File: src/rtl/capture_arbiter.sv
// Round-robin arbiter sharing one capture FIFO write port among the UART, SPI and I2C decoders.
// Each source lands in a one-byte holding slot; a rotating scheduler drains one slot per cycle.
module capture_arbiter #(
    parameter int DROP_W = 8
) (
    input  logic              clk,
    input  logic              rst_n,
    input  logic [2:0]        en_mask,
    input  logic [2:0]        src_valid,
    input  logic [7:0]        src_data0,
    input  logic [7:0]        src_data1,
    input  logic [7:0]        src_data2,
    output logic [2:0]        src_ready,
    output logic              fifo_write_en,
    output logic [1:0]        fifo_proto_id,
    output logic [7:0]        fifo_data,
    input  logic              fifo_overflow,
    input  logic              clear_drops,
    output logic [DROP_W-1:0] drop_count,
    output logic              busy
);

    logic [2:0] slot_full;
    logic [2:0] slot_full_nxt;
    logic [7:0] slot_data [3];
    logic [7:0] src_data  [3];
    logic [1:0] last;
    logic [1:0] cand1;
    logic [1:0] cand2;
    logic [1:0] grant;
    logic       grant_vld;
    logic [2:0] accept;

    function automatic logic [1:0] next_idx(input logic [1:0] idx);
        return (idx == 2'd2) ? 2'd0 : idx + 2'd1;
    endfunction

    function automatic logic [DROP_W-1:0] sat_inc(input logic [DROP_W-1:0] v);
        return (&v) ? v : v + {{(DROP_W-1){1'b0}}, 1'b1};
    endfunction

    assign src_data[0] = src_data0;
    assign src_data[1] = src_data1;
    assign src_data[2] = src_data2;

    // Ready depends only on registered slot state and the enable mask.
    assign src_ready = en_mask & ~slot_full;
    assign accept    = src_valid & src_ready;
    assign busy      = (|slot_full) | fifo_write_en;

    // Search order is last+1, last+2, then last itself (mod 3).
    always_comb begin
        cand1     = next_idx(last);
        cand2     = next_idx(cand1);
        grant_vld = |slot_full;
        grant     = last;
        if (slot_full[cand1]) begin
            grant = cand1;
        end else if (slot_full[cand2]) begin
            grant = cand2;
        end
    end

    // Accept only targets empty slots and drain only full ones, so the two never collide.
    always_comb begin
        slot_full_nxt = slot_full;
        if (grant_vld) begin
            slot_full_nxt[grant] = 1'b0;
        end
        slot_full_nxt = slot_full_nxt | accept;
    end

    // Stage p0: holding slots
    always_ff @(posedge clk or negedge rst_n) begin
        if (!rst_n) begin
            slot_full <= 3'b000;
        end else begin
            slot_full <= slot_full_nxt;
        end
    end

    always_ff @(posedge clk) begin
        for (int i = 0; i < 3; i++) begin
            if (accept[i]) begin
                slot_data[i] <= src_data[i];
            end
        end
    end

    // Stage p1: FIFO write port
    always_ff @(posedge clk or negedge rst_n) begin
        if (!rst_n) begin
            fifo_write_en <= 1'b0;
            fifo_proto_id <= 2'd0;
            fifo_data     <= 8'h00;
            last          <= 2'd2;
        end else begin
            fifo_write_en <= grant_vld;
            if (grant_vld) begin
                fifo_proto_id <= grant;
                fifo_data     <= slot_data[grant];
                last          <= grant;
            end
        end
    end

    // Clear takes priority over a coincident overflow pulse.
    always_ff @(posedge clk or negedge rst_n) begin
        if (!rst_n) begin
            drop_count <= '0;
        end else if (clear_drops) begin
            drop_count <= '0;
        end else if (fifo_overflow) begin
            drop_count <= sat_inc(drop_count);
        end
    end

endmodule
File: config.mk
export PLATFORM = sky130hd
export DESIGN_NAME = capture_arbiter
export DESIGN_NICKNAME = d
export VERILOG_FILES = /design/src/rtl/capture_arbiter.sv
export SDC_FILE = /design/constraint.sdc
export NUM_CORES = 1
export LEC_CHECK = 0
export CAP_MARGIN = 20
export CORE_ASPECT_RATIO = 0.6
export CORE_UTILIZATION = 48
export DETAILED_ROUTE_END_ITERATION = 6
export GPL_TIMING_DRIVEN = 0
export HOLD_SLACK_MARGIN = 0.12
export PLACE_DENSITY = 0.79
export RECOVER_POWER = 50
export SETUP_SLACK_MARGIN = 0.3
export SLEW_MARGIN = 20
export SYNTH_ARGS = -nofsm -noshare
export SYNTH_HDL_FRONTEND = slang
export SYNTH_SLANG_ARGS = --single-unit
File: constraint.sdc
create_clock -name clk -period 1.8 [get_ports clk]
set_input_delay 0.36 -clock clk [delete_from_list [all_inputs] [get_ports clk]]
set_output_delay 0.36 -clock clk [all_outputs]
set_load 0.01 [all_outputs]
# Yosys cells after proc, flatten, opt, wreduce, memory -nomap -nowiden
# Memory sizes are Yosys's and may differ from the RTL's. A register that Yosys moved wholly into a read port is not among the register bits.
# Cells that the tools add are included.
word_totals:
  ramBits: 24
  n_memories: 1
  output_inout_bits: 23
  elab_cells: 49
  inputBits: 34
  regBits: 16
classes:
  eq_ne: 3
  n_reduce_logical: 6
  addsub: 3
  bitwise_logic: 7
  mux: 20
  order_cmp: 4
memory_table:
  columns: ["memory", "depth", "width", "read_ports", "rd_clocked_by_memory_dff", "wr", "line", "source"]
  rows:
  - ["slot_data", 3, 8, 1, 1, 3, "25", "logic [7:0] slot_data [3];"]
op_table:
  columns: ["op", "count"]
  rows:
  - ["two-way mux 8 bit", 3]
  - ["bitwise AND 3 bit", 3]
  - ["less-than comparator 2 x 3 -> 1 bit, second input constant", 3]
  - ["two-way mux 1 bit", 9]
  - ["adder 8 x 1 -> 8 bit, second input constant", 1]
  - ["two-way mux 2 bit", 4]
  - ["AND reduction 8 bit", 1]
  - ["inverter 3 bit", 2]
  - ["adder 2 x 1 -> 2 bit, second input constant", 2]
  - ["binary-select mux 1 bit (select 2 bit)", 2]
  - ["equality test 2 bit, second input constant", 2]
  - ["two-way mux 3 bit", 1]
  - ["bitwise OR 3 bit", 1]
  - ["OR reduction 3 bit", 1]
  - ["demux 1 bit (select 2 bit)", 1]
  - ["greater-or-equal comparator 2 x 1 -> 1 bit, second input constant", 1]
  - ["inequality test 2 bit, second input constant", 1]
  - ["AND reduction 2 bit", 1]
  - ["nonzero test 2 bit", 1]
  - ["logical AND 1 bit", 1]
  - ["zero test 1 bit", 1]
  - ["bitwise OR 1 bit", 1]

# Longest topological paths before layout
# Gate-level depths: netlist of run 1.
depth:
  word_depth: 16
  ltp_mapped: 7
  mapped_depth_nobuf: 5

# Worst setup path before layout of run 1
# No wires, ideal clock.
synth_timing:
  path_kind: "reg2reg"
  from: "register slot_full[1]"
  to: "register fifo_data[0], read port of slot_data"
  synth_period_minus_slack_ns: 1.466
  path_stages_with_launch: 8
  setup_slack_ns: 0.334
  setup_ns: 0.065
  arrival_ns: 1.401
  n_path_buf: 3
  required_time_ns: 1.735
  cell_sequence: "dfrtp_1 -> buf_6 -> nor2b_4 -> buf_6 -> a211o_1 -> buf_6 -> a32oi_1 -> o21a_1"
synth_between:
  elab_chain_cells: 4
  elab_cells_between_ends: 7
  cone_classes: "6 x mux; 1 x reduce/logical"
synth_lines:
  columns: ["element", "line", "source"]
  rows:
  - ["start, declared", "23", "logic [2:0] slot_full;"]
  - ["start signal, assigned", "78", "slot_full <= slot_full_nxt;"]
  - ["binary-select mux 1 bit (select 2 bit)", "59", "end else if (slot_full[cand2]) begin"]
  - ["two-way mux 1 bit (implied by the code)", "59", null]
  - ["two-way mux 2 bit", "59", null]
  - ["two-way mux 2 bit", "57", "if (slot_full[cand1]) begin"]
  - ["end, declared", "16", "output logic [7:0] fifo_data,"]
# Parallel ways exist; a longest one is shown, timed or not. The select of a mux whose other input is x is not followed.
# A chain may end at the register's enable or synchronous reset.

# Final worst setup path of run 1
layout_timing:
  from: "register slot_full[1]"
  to: "output port busy"
layout_between:
  elab_chain_cells: 2
layout_lines:
  columns: ["element", "line", "source"]
  rows:
  - ["OR reduction 3 bit", "49", "assign busy = (|slot_full) | fifo_write_en;"]
  - ["bitwise OR 1 bit", "49", null]
  - ["end, declared", "20", "output logic busy"]
# No other way between the ends.

==> flow_metrics.tcl, run 1 <==
set metrics [dict create \
    status "complete, no violations" \
    setup_ws_ns 0.104 \
    gate_count_post_synth 178 \
    syn_area_um2 2180 \
    clock_latency_ns 0.30 \
    slowest_delay_ns 0.38 \
    die_area_um2 4820 \
    grt_use_total 0.245 \
    syn-mean-instance-area_um2 12.2 \
    worst_setup_hold_path_clk_slew_ns 0.08 \
    cts.sink_count 47 \
    async_flop_share 0.489 \
    area_growth_pct 44.7 \
    muxShareOfSynthArea 0.00460 \
    maximum_number_of_pins_on_one_net_before_global_route_repair 24 \
    placedInstanceArea_um2 2800 \
    clock_tree.root_cell "clkbuf_8" \
    wl_per_cell_um 17.3 \
    die-height_um 54.2 \
    finish.net_count 294 \
    synth_top_family_by_area "compound AO/OA/AOI/OAI gates" \
    insertedDiodeCount 0 \
    antenna_found_initial 0 \
    grt_pass1_vias 1750 \
    worst_slew_margin_rel 0.591 \
    global_route_wire_length_before_repair_mm 8.29 \
    yosysWarningCount 0 \
    total_power_w 0.00482 \
    sort_of_element_at_the_end_of_the_critical_path "output port" \
    vias_per_cell 5.58 \
    route.antenna.remaining_nets 0 \
    slew_violations 0 \
    vias 1785 \
    final_period_minus_worst_setup_slack_ns 1.70 \
    first_pass_iters 4 \
    postSynthNetCount 213 \
    detailedRoute.firstIterationViolations 81 \
    timing.setup.tns_ns 0 \
    fillCellCount 307 \
    placement.setup.worst_slack_ns -0.300 \
    crit_path_frequent_cell "buf_6" \
    synth_compound_area_frac 0.210 \
    crit_slowest_cell "dfrtp_1" \
    leakage_power_of_the_design_nw 1.33 \
    initial_utilization 0.514 \
    numPortBuffers 55 \
    floorplan.io_pins 57 \
    gr-total-overflow 0 \
    layout_commonest_cell "dlygate4sd3_1" \
    regArea_um2 1300 \
    globalplace.congestion 0.880 \
    maximum_buffer_depth_of_the_clock_tree 2 \
    clock_skew_ns 0.00591 \
    ys_seq_elements 47 \
    final_hold_viol_count 0 \
    final_layout_size_suffix_gt1_frac 0.235 \
    tritoncts.num_buffers 5 \
    setup_repair_after_global_routing_missed_its_margin "true" \
    ctsHtreeMaxLevel 2 \
    tritoncts_clock_tree "yes" \
    timing.final.crit_share 0.942 \
    arrival_ns 1.34 \
    synth.yosys.seq_area_share 0.596 \
    xor_and_xnor_fraction_of_the_mapped_netlist_area 0.0121 \
    multi_input_combinational_cell_area_um2 852 \
    hold-worst-slack_ns 0.456 \
    max_cap_violations 0 \
    fmax_mhz 590 \
    startpoint_type "flip-flop" \
    worst-slew-pin-transition_ns 0.614 \
    hold_class "input port to flip-flop" \
    ir_drop_uv 652 \
    synth-edff-count 24 \
    synth_simple_gate_area_share 0.129 \
    floorplan.die.width_um 88.9 \
    route.final.wire_length_mm 5.54 \
    cp.required_ns 1.44 \
    most-common-layout-cells "dlygate4sd3_1 (25), edfxtp_1 (24), dfrtp_1 (17), dlygate4sd2_1 (17), buf_4 (14)" \
    prevailing_post_synth_register_cell "edfxtp_1" \
    remaining_drc_errors 0 \
    postLayoutCellArea_um2 3150 \
    worst-path-max-fanout 6 \
    synth.distinct_cells 41 \
    placementRows 18 \
    worst-setup-path-type "flip-flop to output port" \
    cp_cell_sequence "buf_6 -> nor3_4 -> buf_6 -> nand2b_1 -> buf_2" \
    finalSetupViolations 0 \
    p_per_area_nw_per_um2 1530 \
    core_um2 4230 \
    post-dp-hpwl_mm 3.65 \
    post_synth_fa_ha_maj_area_fraction 0.00575 \
]
-- power breakdown --
part	total [W]	switching, W	internal, W
registers	0.00155	0.000158	0.00139
logic	0.00236	0.00118	0.00118
clock network	0.000906	0.000351	0.000555
total	0.00482	0.00169	0.00313
-- state kept, by name, summed over array words and instances (netlist names) --
name,cells
last,1
slot_data,24
fifo_write_en,1
fifo_data,8
slot_full,3
fifo_proto_id,2
drop_count,8
-- cell type report --
cell class / instances / area share
inverter: 3 / 0.00358
clock inverter: 2 / 0.0191
timing repair buffer: 73 / 0.211
sequential: 47 / 0.414
tap: 60 / 0.0238
clock buffer: 6 / 0.0230
buffer: 13 / 0.0346
multi-input combinational: 116 / 0.271
-- what timing repair did --
item,4_1_cts,5_1_grt
hold endpoints to repair,0,22
setup endpoints to repair,39,36
gates cloned,1,1
hold buffers,0,1
pin swaps,4,5
resized for setup,55,22
buffers inserted,14,2
-- worst paths after layout --
kind	startpoint	endpoint	slack [ns]	cells after the start
worst max-delay path	slot_full[1]	busy	0.10	5
worst min-delay path	clear_drops	drop_count[4]	0.46	2
worst max register to register	slot_full[0]	fifo_data[1]	0.20	8
worst min register to register	fifo_proto_id[1]	fifo_proto_id[1]	0.51	1
max in group asynchronous	rst_n	drop_count[3]	0.76	2
min in group asynchronous	rst_n	fifo_data[3]	0.61	2
-- synthesized netlist by cell type, types with 2 or more instances --
library cell	instances	area, µm²
clkbuf_1	4	15.0
nand2b_1	11	68.8
and3_1	2	12.5
buf_2	4	20.0
a311oi_1	2	17.5
nor2b_1	6	37.5
a21oi_1	12	60.1
and2_1	3	18.8
and4_1	2	17.5
xor2_1	2	17.5
o21a_1	8	60.1
dfrtp_1	22	551
inv_1	3	11.3
o31ai_1	8	60.1
a211o_1	9	78.8
nand2_1	12	45.0
o21ai_0	5	25.0
nand4_1	2	12.5
buf_6	3	33.8
a32oi_1	8	70.1
edfxtp_1	24	721
a21o_1	3	22.5
nor2_1	5	18.8
-- worst max-delay path: cells and delay by family (launching register included) --
kind / cells / cell delay (ns)
buf+inv: 3 / 0.39
flops: 1 / 0.38
simple gates: 2 / 0.27
-- metrics by stage --
step                 util  instances
floorplan               -        178
global placement    0.662        293
detailed placement  0.662        293
CTS                 0.725        316
global route        0.744        320
finish              0.744        320
-- cells by family after synthesis --
family | count (synthesis)
compound gates | 62
mux | 1
simple gates | 48
xor+xnor | 3
buf+inv | 16
fa+ha+maj | 1
flops | 47
-- routing by layer --
metal  wire (µm)  track usage  share of wire  up-vias
li1            -            -              -      839
met2        2480        0.390           0.45       55
met4          47       0.0608         0.0085        0
met3         311       0.0706          0.056        6
met1        2710        0.336           0.49      885
met5           0            0              0        -
(Power assumes the default switching activity.)
==> inputs of run 2 (changes only) <==
--- a/config.mk
+++ b/config.mk
@@ -11,6 +11,7 @@
 export DETAILED_ROUTE_END_ITERATION = 6
 export GPL_TIMING_DRIVEN = 0
 export HOLD_SLACK_MARGIN = 0.12
+export MAX_ROUTING_LAYER = met4
 export PLACE_DENSITY = 0.79
 export RECOVER_POWER = 50
 export SETUP_SLACK_MARGIN = 0.3
==> run 2 against run 1 <==
Flip-flop and latch count did not move. Setup slack got worse by 0.0036 ns. Non-clock buffer count did not move. Final area did not move. Via count rose by 1.0%. Largest power group unchanged.
==> flow_metrics.tcl, run 2 (synthesized netlist as in run 1, its figures left out) <==
set metrics [dict create \
    power.combinational.fraction 0.490 \
    most-common-layout-cells "dlygate4sd3_1 (25), edfxtp_1 (24), dfrtp_1 (17), dlygate4sd2_1 (17), buf_4 (14)" \
    hold_class "input port to flip-flop" \
    power.switching_w 0.00169 \
    maximum_buffer_depth_of_the_clock_tree 2 \
    crit_slowest_cell "dfrtp_1" \
    ir_drop_uv 653 \
    first_pass_iters 4 \
    worst-path-max-fanout 6 \
    area_growth_pct 44.7 \
    sort_of_element_at_the_end_of_the_critical_path "output port" \
    hold_path.startpoint "clear_drops" \
    insertedDiodeCount 0 \
    layout_commonest_cell "dlygate4sd3_1" \
    leakage_power_of_the_design_nw 1.33 \
    worst-slew-pin-transition_ns 0.619 \
    floorplan.io_pins 57 \
    cp.required_ns 1.44 \
    multi_input_combinational_cell_area_um2 852 \
    clock_tree.root_cell "clkbuf_8" \
    remaining_drc_errors 0 \
    setup_ws_ns 0.101 \
    timing.setup.tns_ns 0 \
    power_frac_seq 0.322 \
    place_inst 293 \
    cts.sink_count 47 \
    worst_slew_margin_rel 0.587 \
    slew_violations 0 \
    clock_latency_ns 0.30 \
    antenna_found_initial 0 \
    die_area_um2 4820 \
    globalplace.congestion 0.894 \
    grt_use_total 0.253 \
    final_layout_size_suffix_gt1_frac 0.235 \
    grt_pass1_vias 1735 \
    largest_register_ffs 24 \
    numPortBuffers 55 \
    startpoint_type "flip-flop" \
    floorplan.die.width_um 88.9 \
    final_hold_viol_count 0 \
    vias_per_cell 5.63 \
    fmax_mhz 588 \
    setup_repair_after_global_routing_missed_its_margin "true" \
    timing.final.crit_share 0.944 \
    final_period_minus_worst_setup_slack_ns 1.70 \
    worst_setup_hold_path_clk_slew_ns 0.08 \
    gr-total-overflow 0 \
    tritoncts_clock_tree "yes" \
    sw_frac_of_total 0.351 \
    status "complete, no violations" \
    slowest_delay_ns 0.38 \
    core_um2 4230 \
    post-dp-hpwl_mm 3.65 \
    global_route_wire_length_before_repair_mm 8.29 \
    route.antenna.remaining_nets 0 \
    worst-setup-path-type "flip-flop to output port" \
    p_per_area_nw_per_um2 1530 \
    max_cap_violations 0 \
    detailedRoute.firstIterationViolations 72 \
    worst_r2r_endpoint "fifo_data[1]" \
    clock_skew_ns 0.00573 \
    finish.net_count 294 \
    power.share.clock 0.188 \
    rrSetupSlack_ns 0.20 \
    maximum_number_of_pins_on_one_net_before_global_route_repair 24 \
    fin_cells 320 \
    hold-worst-slack_ns 0.457 \
    placementRows 18 \
    wl_per_cell_um 17.3 \
    crit_path_frequent_cell "buf_6" \
    arrival_ns 1.34 \
    tritoncts.num_buffers 5 \
    power.internal_w 0.00313 \
    route.final.wire_length_mm 5.54 \
    hold_path_end "drop_count[4]" \
    registers.top_by_ff_count "slot_data" \
    cp_cell_sequence "buf_6 -> nor3_4 -> buf_6 -> nand2b_1 -> buf_2" \
    vias 1803 \
    worstReg2RegStart "slot_full[0]" \
    regArea_um2 1300 \
    worst-r2r-cell-count 8 \
    initial_utilization 0.514 \
    whs_path_depth 2 \
    placement.setup.worst_slack_ns -0.300 \
    finalSetupViolations 0 \
    largest_registers "slot_data: 24 flops, drop_count: 8 flops, fifo_data: 8 flops" \
    die-height_um 54.2 \
    ctsHtreeMaxLevel 2 \
    fillCellCount 307 \
]
==> run 2: per-stage QoR <==
stage | cell area [µm²] | total power [W] | util
4_1_cts | 3070 | 0.00460 | 0.725
3_5_place_dp | 2800 | 0.00351 | 0.662
2_1_floorplan | 2180 | 0.00282 | -
6_report | 3150 | 0.00481 | 0.744
3_3_place_gp | 2800 | 0.00344 | 0.662
5_1_grt | 3150 | 0.00508 | 0.744
==> run 2: worst max-delay path by stage <==
stage | startpoint | end | depth (start not counted)
after global placement | slot_full[0] | busy | 5
after floorplan | slot_full[0] | busy | 4
after CTS | slot_full[0] | busy | 5
after detailed placement | slot_full[0] | busy | 5
after global routing | slot_full[0] | busy | 5
final | slot_full[1] | busy | 5
==> run 2: per-layer routing <==
layer  vias up  global-route usage  part of all wire
met4         0              0.0582             0.013
met1       892               0.340              0.49
met5         -                   -                 0
li1        839                   -                 -
met2        62               0.391              0.45
met3        10              0.0644             0.055
==> run 2: timing repair <==
| item | in CTS | in global routing |
|---|---|---|
| hold buffers | 0 | 1 |
| hold endpoints to repair | 0 | 22 |
| pin swaps | 4 | 5 |
| setup endpoints to repair | 39 | 36 |
| cloned | 1 | 1 |
| setup buffers | 14 | 2 |
| resized for setup | 55 | 22 |
==> run 2: final cells by class <==
cell class	instances	area share
buffer	13	0.0346
clock buffer	6	0.0230
clock inverter	2	0.0191
inverter	3	0.00358
multi-input combinational	116	0.271
sequential	47	0.414
tap	60	0.0238
timing repair buffer	73	0.211
==> run 2: critical path, delay by kind of cell, from the launching register on <==
family | cells | cell delay, ns
flops | 1 | 0.38
simple gates | 2 | 0.27
buf+inv | 3 | 0.39
==> run 2: power by group through the flow <==
stage	Clock [W]	Sequential [W]	Combinational [W]
3_5_place_dp	0	0.00159	0.00192
2_1_floorplan	0	0.00160	0.00122
5_1_grt	0.000950	0.00157	0.00255
6_report	0.000906	0.00155	0.00236
3_3_place_gp	0	0.00158	0.00186
4_1_cts	0.000902	0.00155	0.00215
